### src/rtl/cpu_defs.sv
// -----------------------------------------------------------------------------
// cpu_defs: CPU-wide definitions used by the FPU decode and execute stages.
//   fpu_oper_t / FPUOper_t : decoded FPU operation class
//   fpu_state_t            : fpu_move_exec sequencing state
//   FPU_FCSR_ADDR          : control register number of the FCSR
//   FPU_FIR_ADDR           : control register number of the FIR
//   FPU_FIR_VALUE          : default FIR contents
//   FPU_FCSR_WMASK         : default writable FCSR bits (FS bit 24, bits 17:0)
// -----------------------------------------------------------------------------
package cpu_defs;

   typedef enum logic [2:0] {
      FPU_OP_NONE    = 3'd0,
      FPU_OP_MTC1    = 3'd1,
      FPU_OP_MFC1    = 3'd2,
      FPU_OP_CTC1    = 3'd3,
      FPU_OP_CFC1    = 3'd4,
      FPU_OP_LW      = 3'd5,
      FPU_OP_SW      = 3'd6,
      FPU_OP_INVALID = 3'd7
   } fpu_oper_t;

   typedef fpu_oper_t FPUOper_t;

   typedef enum logic {
      FPU_ST_IDLE      = 1'b0,
      FPU_ST_WAIT_LOAD = 1'b1
   } fpu_state_t;

   localparam logic [4:0]  FPU_FCSR_ADDR  = 5'd31;
   localparam logic [4:0]  FPU_FIR_ADDR   = 5'd0;
   localparam logic [31:0] FPU_FIR_VALUE  = 32'h0000_0000;
   localparam logic [31:0] FPU_FCSR_WMASK = 32'h0103_FFFF;

   // Masked FCSR update: only bits set in wmask take the new value.
   function automatic logic [31:0] fcsr_merge(input logic [31:0] old_val,
                                              input logic [31:0] new_val,
                                              input logic [31:0] wmask);
      return (old_val & ~wmask) | (new_val & wmask);
   endfunction

endpackage

### src/rtl/fpu_regfile.sv
// -----------------------------------------------------------------------------
// fpu_regfile: 32 x 32-bit floating-point register file.
//   clk, rst      : clock, synchronous active-high reset (all entries to 0)
//   we/waddr/wdata: single write port, committed on the rising edge
//   raddr1/rdata1 : combinational read port 1
//   raddr2/rdata2 : combinational read port 2
// Reads return the contents before any write on the same edge.
// -----------------------------------------------------------------------------
module fpu_regfile (
   input  logic        clk,
   input  logic        rst,
   input  logic        we,
   input  logic [4:0]  waddr,
   input  logic [31:0] wdata,
   input  logic [4:0]  raddr1,
   output logic [31:0] rdata1,
   input  logic [4:0]  raddr2,
   output logic [31:0] rdata2
);

   logic [31:0] regs [32];

   always_ff @(posedge clk) begin
      if (rst) begin
         for (int i = 0; i < 32; i++) begin
            regs[i] <= 32'h0;
         end
      end else if (we) begin
         regs[waddr] <= wdata;
      end
   end

   assign rdata1 = regs[raddr1];
   assign rdata2 = regs[raddr2];

endmodule

### src/rtl/fpu_move_exec.sv
// -----------------------------------------------------------------------------
// fpu_move_exec: execute-stage FPU move/load/store unit.
// Owns the FPR file and FCSR, executes MTC1/CTC1/LWC1 writes and returns
// MFC1/CFC1/SWC1 source values to the integer pipeline.
//   clk, rst                 : clock, synchronous active-high reset
//   op_valid/op_ready/op     : decoded op handshake
//   raddr1                   : FPR read address for SWC1 (ft)
//   raddr2                   : FPR/control read address for MFC1/CFC1 (fs)
//   we, waddr                : decoder write enable and destination
//   gpr_data                 : integer source operand for MTC1/CTC1
//   load_valid, load_data    : returning LWC1 memory data
//   flush                    : pipeline flush, cancels same-cycle op and
//                              any outstanding load
//   result_valid/result_data : registered MFC1/CFC1/SWC1 value
//   invalid_op               : one-cycle pulse after an INVALID op is accepted
//   fcsr                     : current FCSR
// -----------------------------------------------------------------------------
module fpu_move_exec
   import cpu_defs::*;
#(
   parameter logic [31:0] FIR_VALUE  = FPU_FIR_VALUE,
   parameter logic [31:0] FCSR_WMASK = FPU_FCSR_WMASK
) (
   input  logic        clk,
   input  logic        rst,
   input  logic        op_valid,
   output logic        op_ready,
   input  fpu_oper_t   op,
   input  logic [4:0]  raddr1,
   input  logic [4:0]  raddr2,
   input  logic        we,
   input  logic [4:0]  waddr,
   input  logic [31:0] gpr_data,
   input  logic        load_valid,
   input  logic [31:0] load_data,
   input  logic        flush,
   output logic        result_valid,
   output logic [31:0] result_data,
   output logic        invalid_op,
   output logic [31:0] fcsr
);

   fpu_state_t  state;
   fpu_state_t  state_next;
   logic [4:0]  load_dst;
   logic        accept;
   logic        load_commit;
   logic        rf_we;
   logic [4:0]  rf_waddr;
   logic [31:0] rf_wdata;
   logic [31:0] rdata1;
   logic [31:0] rdata2;
   logic        result_load;
   logic [31:0] result_next;

   assign accept      = op_valid && op_ready && !flush;
   // A returning load only lands while waiting and when not flushed.
   assign load_commit = (state == FPU_ST_WAIT_LOAD) && load_valid && !flush;

   // ---- state register ----
   always_ff @(posedge clk) begin
      if (rst) begin
         state <= FPU_ST_IDLE;
      end else begin
         state <= state_next;
      end
   end

   // ---- next-state logic ----
   always_comb begin
      state_next = state;
      case (state)
         FPU_ST_IDLE: begin
            // LWC1 with we=0 writes nothing, so it does not wait either.
            if (accept && op == FPU_OP_LW && we) begin
               state_next = FPU_ST_WAIT_LOAD;
            end
         end
         FPU_ST_WAIT_LOAD: begin
            if (flush || load_valid) begin
               state_next = FPU_ST_IDLE;
            end
         end
         default: state_next = FPU_ST_IDLE;
      endcase
   end

   // ---- FSM outputs ----
   always_comb begin
      op_ready = (state == FPU_ST_IDLE);
   end

   always_ff @(posedge clk) begin
      if (rst) begin
         load_dst <= 5'd0;
      end else if (accept && op == FPU_OP_LW) begin
         load_dst <= waddr;
      end
   end

   // Write port: load data has the port to itself because no op is
   // accepted while waiting for it.
   always_comb begin
      rf_we    = 1'b0;
      rf_waddr = waddr;
      rf_wdata = gpr_data;
      if (load_commit) begin
         rf_we    = 1'b1;
         rf_waddr = load_dst;
         rf_wdata = load_data;
      end else if (accept && op == FPU_OP_MTC1 && we) begin
         rf_we = 1'b1;
      end
   end

   fpu_regfile u_regfile (
      .clk    (clk),
      .rst    (rst),
      .we     (rf_we),
      .waddr  (rf_waddr),
      .wdata  (rf_wdata),
      .raddr1 (raddr1),
      .rdata1 (rdata1),
      .raddr2 (raddr2),
      .rdata2 (rdata2)
   );

   always_ff @(posedge clk) begin
      if (rst) begin
         fcsr <= 32'h0;
      end else if (accept && op == FPU_OP_CTC1 && we && waddr == FPU_FCSR_ADDR) begin
         fcsr <= fcsr_merge(fcsr, gpr_data, FCSR_WMASK);
      end
   end

   // Result source selection for the read-type ops.
   always_comb begin
      result_load = 1'b0;
      result_next = 32'h0;
      case (op)
         FPU_OP_MFC1: begin
            result_load = 1'b1;
            result_next = rdata2;
         end
         FPU_OP_CFC1: begin
            result_load = 1'b1;
            if (raddr2 == FPU_FCSR_ADDR) begin
               result_next = fcsr;
            end else if (raddr2 == FPU_FIR_ADDR) begin
               result_next = FIR_VALUE;
            end else begin
               result_next = 32'h0;
            end
         end
         FPU_OP_SW: begin
            result_load = 1'b1;
            result_next = rdata1;
         end
         default: begin
            result_load = 1'b0;
            result_next = 32'h0;
         end
      endcase
   end

   always_ff @(posedge clk) begin
      if (rst) begin
         result_valid <= 1'b0;
         result_data  <= 32'h0;
         invalid_op   <= 1'b0;
      end else begin
         result_valid <= accept && result_load;
         invalid_op   <= accept && (op == FPU_OP_INVALID);
         if (accept && result_load) begin
            result_data <= result_next;
         end
      end
   end

endmodule

### config.mk
export PLATFORM = sky130hd
export DESIGN_NAME = fpu_move_exec
export DESIGN_NICKNAME = d
export VERILOG_FILES = /design/src/rtl/cpu_defs.sv /design/src/rtl/fpu_regfile.sv /design/src/rtl/fpu_move_exec.sv
export SDC_FILE = /design/constraint.sdc
export NUM_CORES = 2
export LEC_CHECK = 0
export BUFFER_PORTS_ARGS = -buffer_cell sky130_fd_sc_hd__clkbuf_2
export CELL_PAD_IN_SITES_DETAIL_PLACEMENT = 2
export CELL_PAD_IN_SITES_GLOBAL_PLACEMENT = 2
export CORE_AREA = 5 5 351 353
export CTS_CLUSTER_DIAMETER = 100
export DETAILED_ROUTE_END_ITERATION = 10
export DIE_AREA = 0 0 356 358
export MAX_ROUTING_LAYER = met4
export PLACE_DENSITY = 0.77
export SLEW_MARGIN = 20
export SYNTH_ARGS = -nofsm -noshare
export SYNTH_HDL_FRONTEND = slang
export SYNTH_SLANG_ARGS = --single-unit
### constraint.sdc
create_clock -name clk -period 4.06 [get_ports clk]
set_input_delay 0.812 -clock clk [delete_from_list [all_inputs] [get_ports clk]]
set_output_delay 0.812 -clock clk [all_outputs]
set_load 0.05 [all_outputs]
==> flow_summary.json <==
{
  "grt_pass1_vias": 43100,
  "grt_start_max_net_pins": 74,
  "status": "finished, final reports clean",
  "p_leak_uw": 0.0217,
  "hold_buffers": 0,
  "syn-cell-area_um2": 54600,
  "hp-class": "primary input to register",
  "drc": 0,
  "tns_ps": 0,
  "p_seq_share_pct": 48.2,
  "grt-ovfl-total": 0,
  "track_usage_pct": 39.0,
  "place_ws_ps": 180,
  "wire_per_inst_um": 43.5,
  "grt_first_pass_wirelength_um": 339000,
  "internal-power_uw": 19800,
  "clk_pin_slew_ps": 60,
  "required_ps": 4430,
  "final_layout_size_suffix_gt1_share_pct": 30.0,
  "finalMaxSlewViolations": 0,
  "initial_core_util_pct": 45.7,
  "cts_tree": "done",
  "io_pins": 155,
  "syn2layout_area_growth_pct": 14.1,
  "place_congestion": 0.881,
  "die_w_um": 356,
  "dr.max_layer_used": "met4",
  "antenna_found_initial": 5,
  "post-cts-setup-buffers": 0,
  "viasPerCell": 7.31,
  "pwr-share-comb_pct": 10.6,
  "ys.warnings.count": 0,
  "wl_met1_um": 84400,
  "rsz0062_at_grt": "false",
  "place_hpwl_um": 148000,
  "place_inst": 5368,
  "fin_crit_ps": 3350,
  "holdPathStages": 3,
  "peakVddDrop_uv": 375,
  "setup.worst_path.end_class": "register",
  "htreeDepth": 3,
  "first_iter_violations": 6679,
  "core-area_um2": 119000,
  "wl_um": 244000,
  "period_share_pct": 82.5,
  "cts_root_buf": "clkbuf_16",
  "r2r_cells": 7,
  "switching_share_pct": 25.9,
  "ys_seq_elements": 1083,
  "synth-edff-count": 1024,
  "ant_nets": 0,
  "clockBufferDepth": 3,
  "vias": 40900,
  "power.density_nw_per_um2": 428,
  "clock_latency_ps": 750,
  "portBuffers": 141,
  "synth.distinct_cells": 52,
  "met2_length_um": 115000,
  "yosys_most_used_dff": "edfxtp_1",
  "cts_resized": 0,
  "stdcell_count": 5602,
  "clkSinkCount": 1083,
  "row_count": 127,
  "dr.pass1.iters": 6,
  "cts_made_buffers": 120,
  "pwr-share-clk_pct": 41.2,
  "met3_length_um": 28700,
  "arrival_ps": 3720,
  "synth_cells": 3775,
  "cp_max_fo": 23,
  "fin_ws_ps": 710,
  "skew_ps": 30.1,
  "synth_seq_area_share_pct": 58.5,
  "synth-async-reset-ratio_pct": 0,
  "die-area_um2": 127000,
  "fmax_ghz": 0.299,
  "cp-start-kind": "register",
  "avgSynthCellArea_um2": 14.5,
  "final-setup-viol-count": 0,
  "worst_pin_slew_ps": 1220,
  "fin_nets": 3966,
  "die_y_um": 358,
  "p_sw_uw": 6910,
  "relSlewSlack_pct": 18.7,
  "hold_viol_final": 0,
  "max_cap_violations": 0,
  "path_class": "register to register"
}
power by group through the flow:
stage               logic [uW]  clock network (uW)  registers, uW
floorplan                 1570                   0          13000
global placement          2660                   0          13000
detailed placement        2730                   0          13000
CTS                       2770               11000          12800
global route              2870               11500          12900
finish                    2840               11000          12900
sequential cells by signal, summed over array words and instances (netlist names):
name and cells:
u_regfile.regs 1024, invalid_op 1, load_dst 5, result_data 32, state 1, result_valid 1
fcsr 19
worst max-delay path, stage by stage, from the launching register on:
cell      delay [ps]
dfxtp_1          370
nand3b_1         330
buf_12           340
mux2i_1          250
nor4_4           880
nand2_2          180
nand2b_2         160
buf_4            440
worst paths after layout:
| check | slack, ps | start | end |
|---|---|---|---|
| worst min-delay path | 350 | gpr_data[24] | fcsr[24] |
| worst min register to register | 490 | result_data[31] | result_data[31] |
| worst max register to register | 710 | state | u_regfile.regs[3][26] |
| worst max-delay path | 710 | state | u_regfile.regs[3][26] |
Yosys cell counts, types with 18 or more instances:
| master | instances | area share (%) |
|---|---|---|
| nand2_1 | 69 | 0.47 |
| a22oi_1 | 139 | 1.9 |
| a21oi_1 | 37 | 0.34 |
| a22o_1 | 39 | 0.63 |
| nor2_1 | 1117 | 7.7 |
| nand2b_1 | 36 | 0.41 |
| buf_6 | 42 | 0.87 |
| clkbuf_1 | 193 | 1.3 |
| mux4_2 | 508 | 21 |
| nand3_1 | 19 | 0.17 |
| buf_2 | 145 | 1.3 |
| dfxtp_1 | 59 | 2.2 |
| edfxtp_1 | 1024 | 56 |
| mux2i_1 | 116 | 2.1 |
| buf_4 | 18 | 0.25 |
logic make-up (layout without fill, tap and decap cells):
kind of cell	count (synthesis)	count (layout)	synth area share, %
simple gates	1307	1307	9.67
flops	1083	1083	58.5
mux	636	636	23.3
buf+inv	415	611	3.89
compound gates	333	333	4.60
other cells	1	20	0.00687
through the flow:
step,area [um2],hold WS (ps),total power [uW],util [%]
after global placement,58400,487,15600,48.9
after global routing,62300,341,27200,52.1
final,62300,352,26700,52.1
after CTS,62200,328,26600,52.1
after floorplan,54600,482,14500,-
after detailed placement,58400,493,15800,48.9
layer usage:
metal | vias to the layer above | GRT usage, %
met5 | - | -
met4 | 0 | 19.9
met3 | 948 | 9.70
met2 | 3579 | 61.3
met1 | 21700 | 47.3
li1 | 14800 | -
layout make-up:
| class | count | area [um2] |
|---|---|---|
| fill | 10900 | 57200 |
| sequential | 1083 | 31900 |
| multi-input combinational | 2289 | 21100 |
| timing repair buffer | 382 | 3370 |
| clock buffer | 155 | 3200 |
| tap | 1612 | 2020 |
| clock inverter | 72 | 611 |
| antenna | 7 | 17.5 |
| inverter | 2 | 7.51 |
cells in the final DEF (no fill, tap or decap), drive strengths merged, types with 19 or more instances in the layout:
| cell type | n |
|---|---|
| edfxtp | 1024 |
| mux4 | 508 |
| a21oi | 37 |
| nand2 | 69 |
| clkbuf | 288 |
| a22o | 39 |
| buf | 249 |
| nor2 | 1117 |
| nand3 | 19 |
| a22oi | 139 |
| dfxtp | 59 |
| clkinv | 56 |
| nand2b | 36 |
| mux2i | 116 |
No activity file was read; power rests on OpenSTA's default activity.
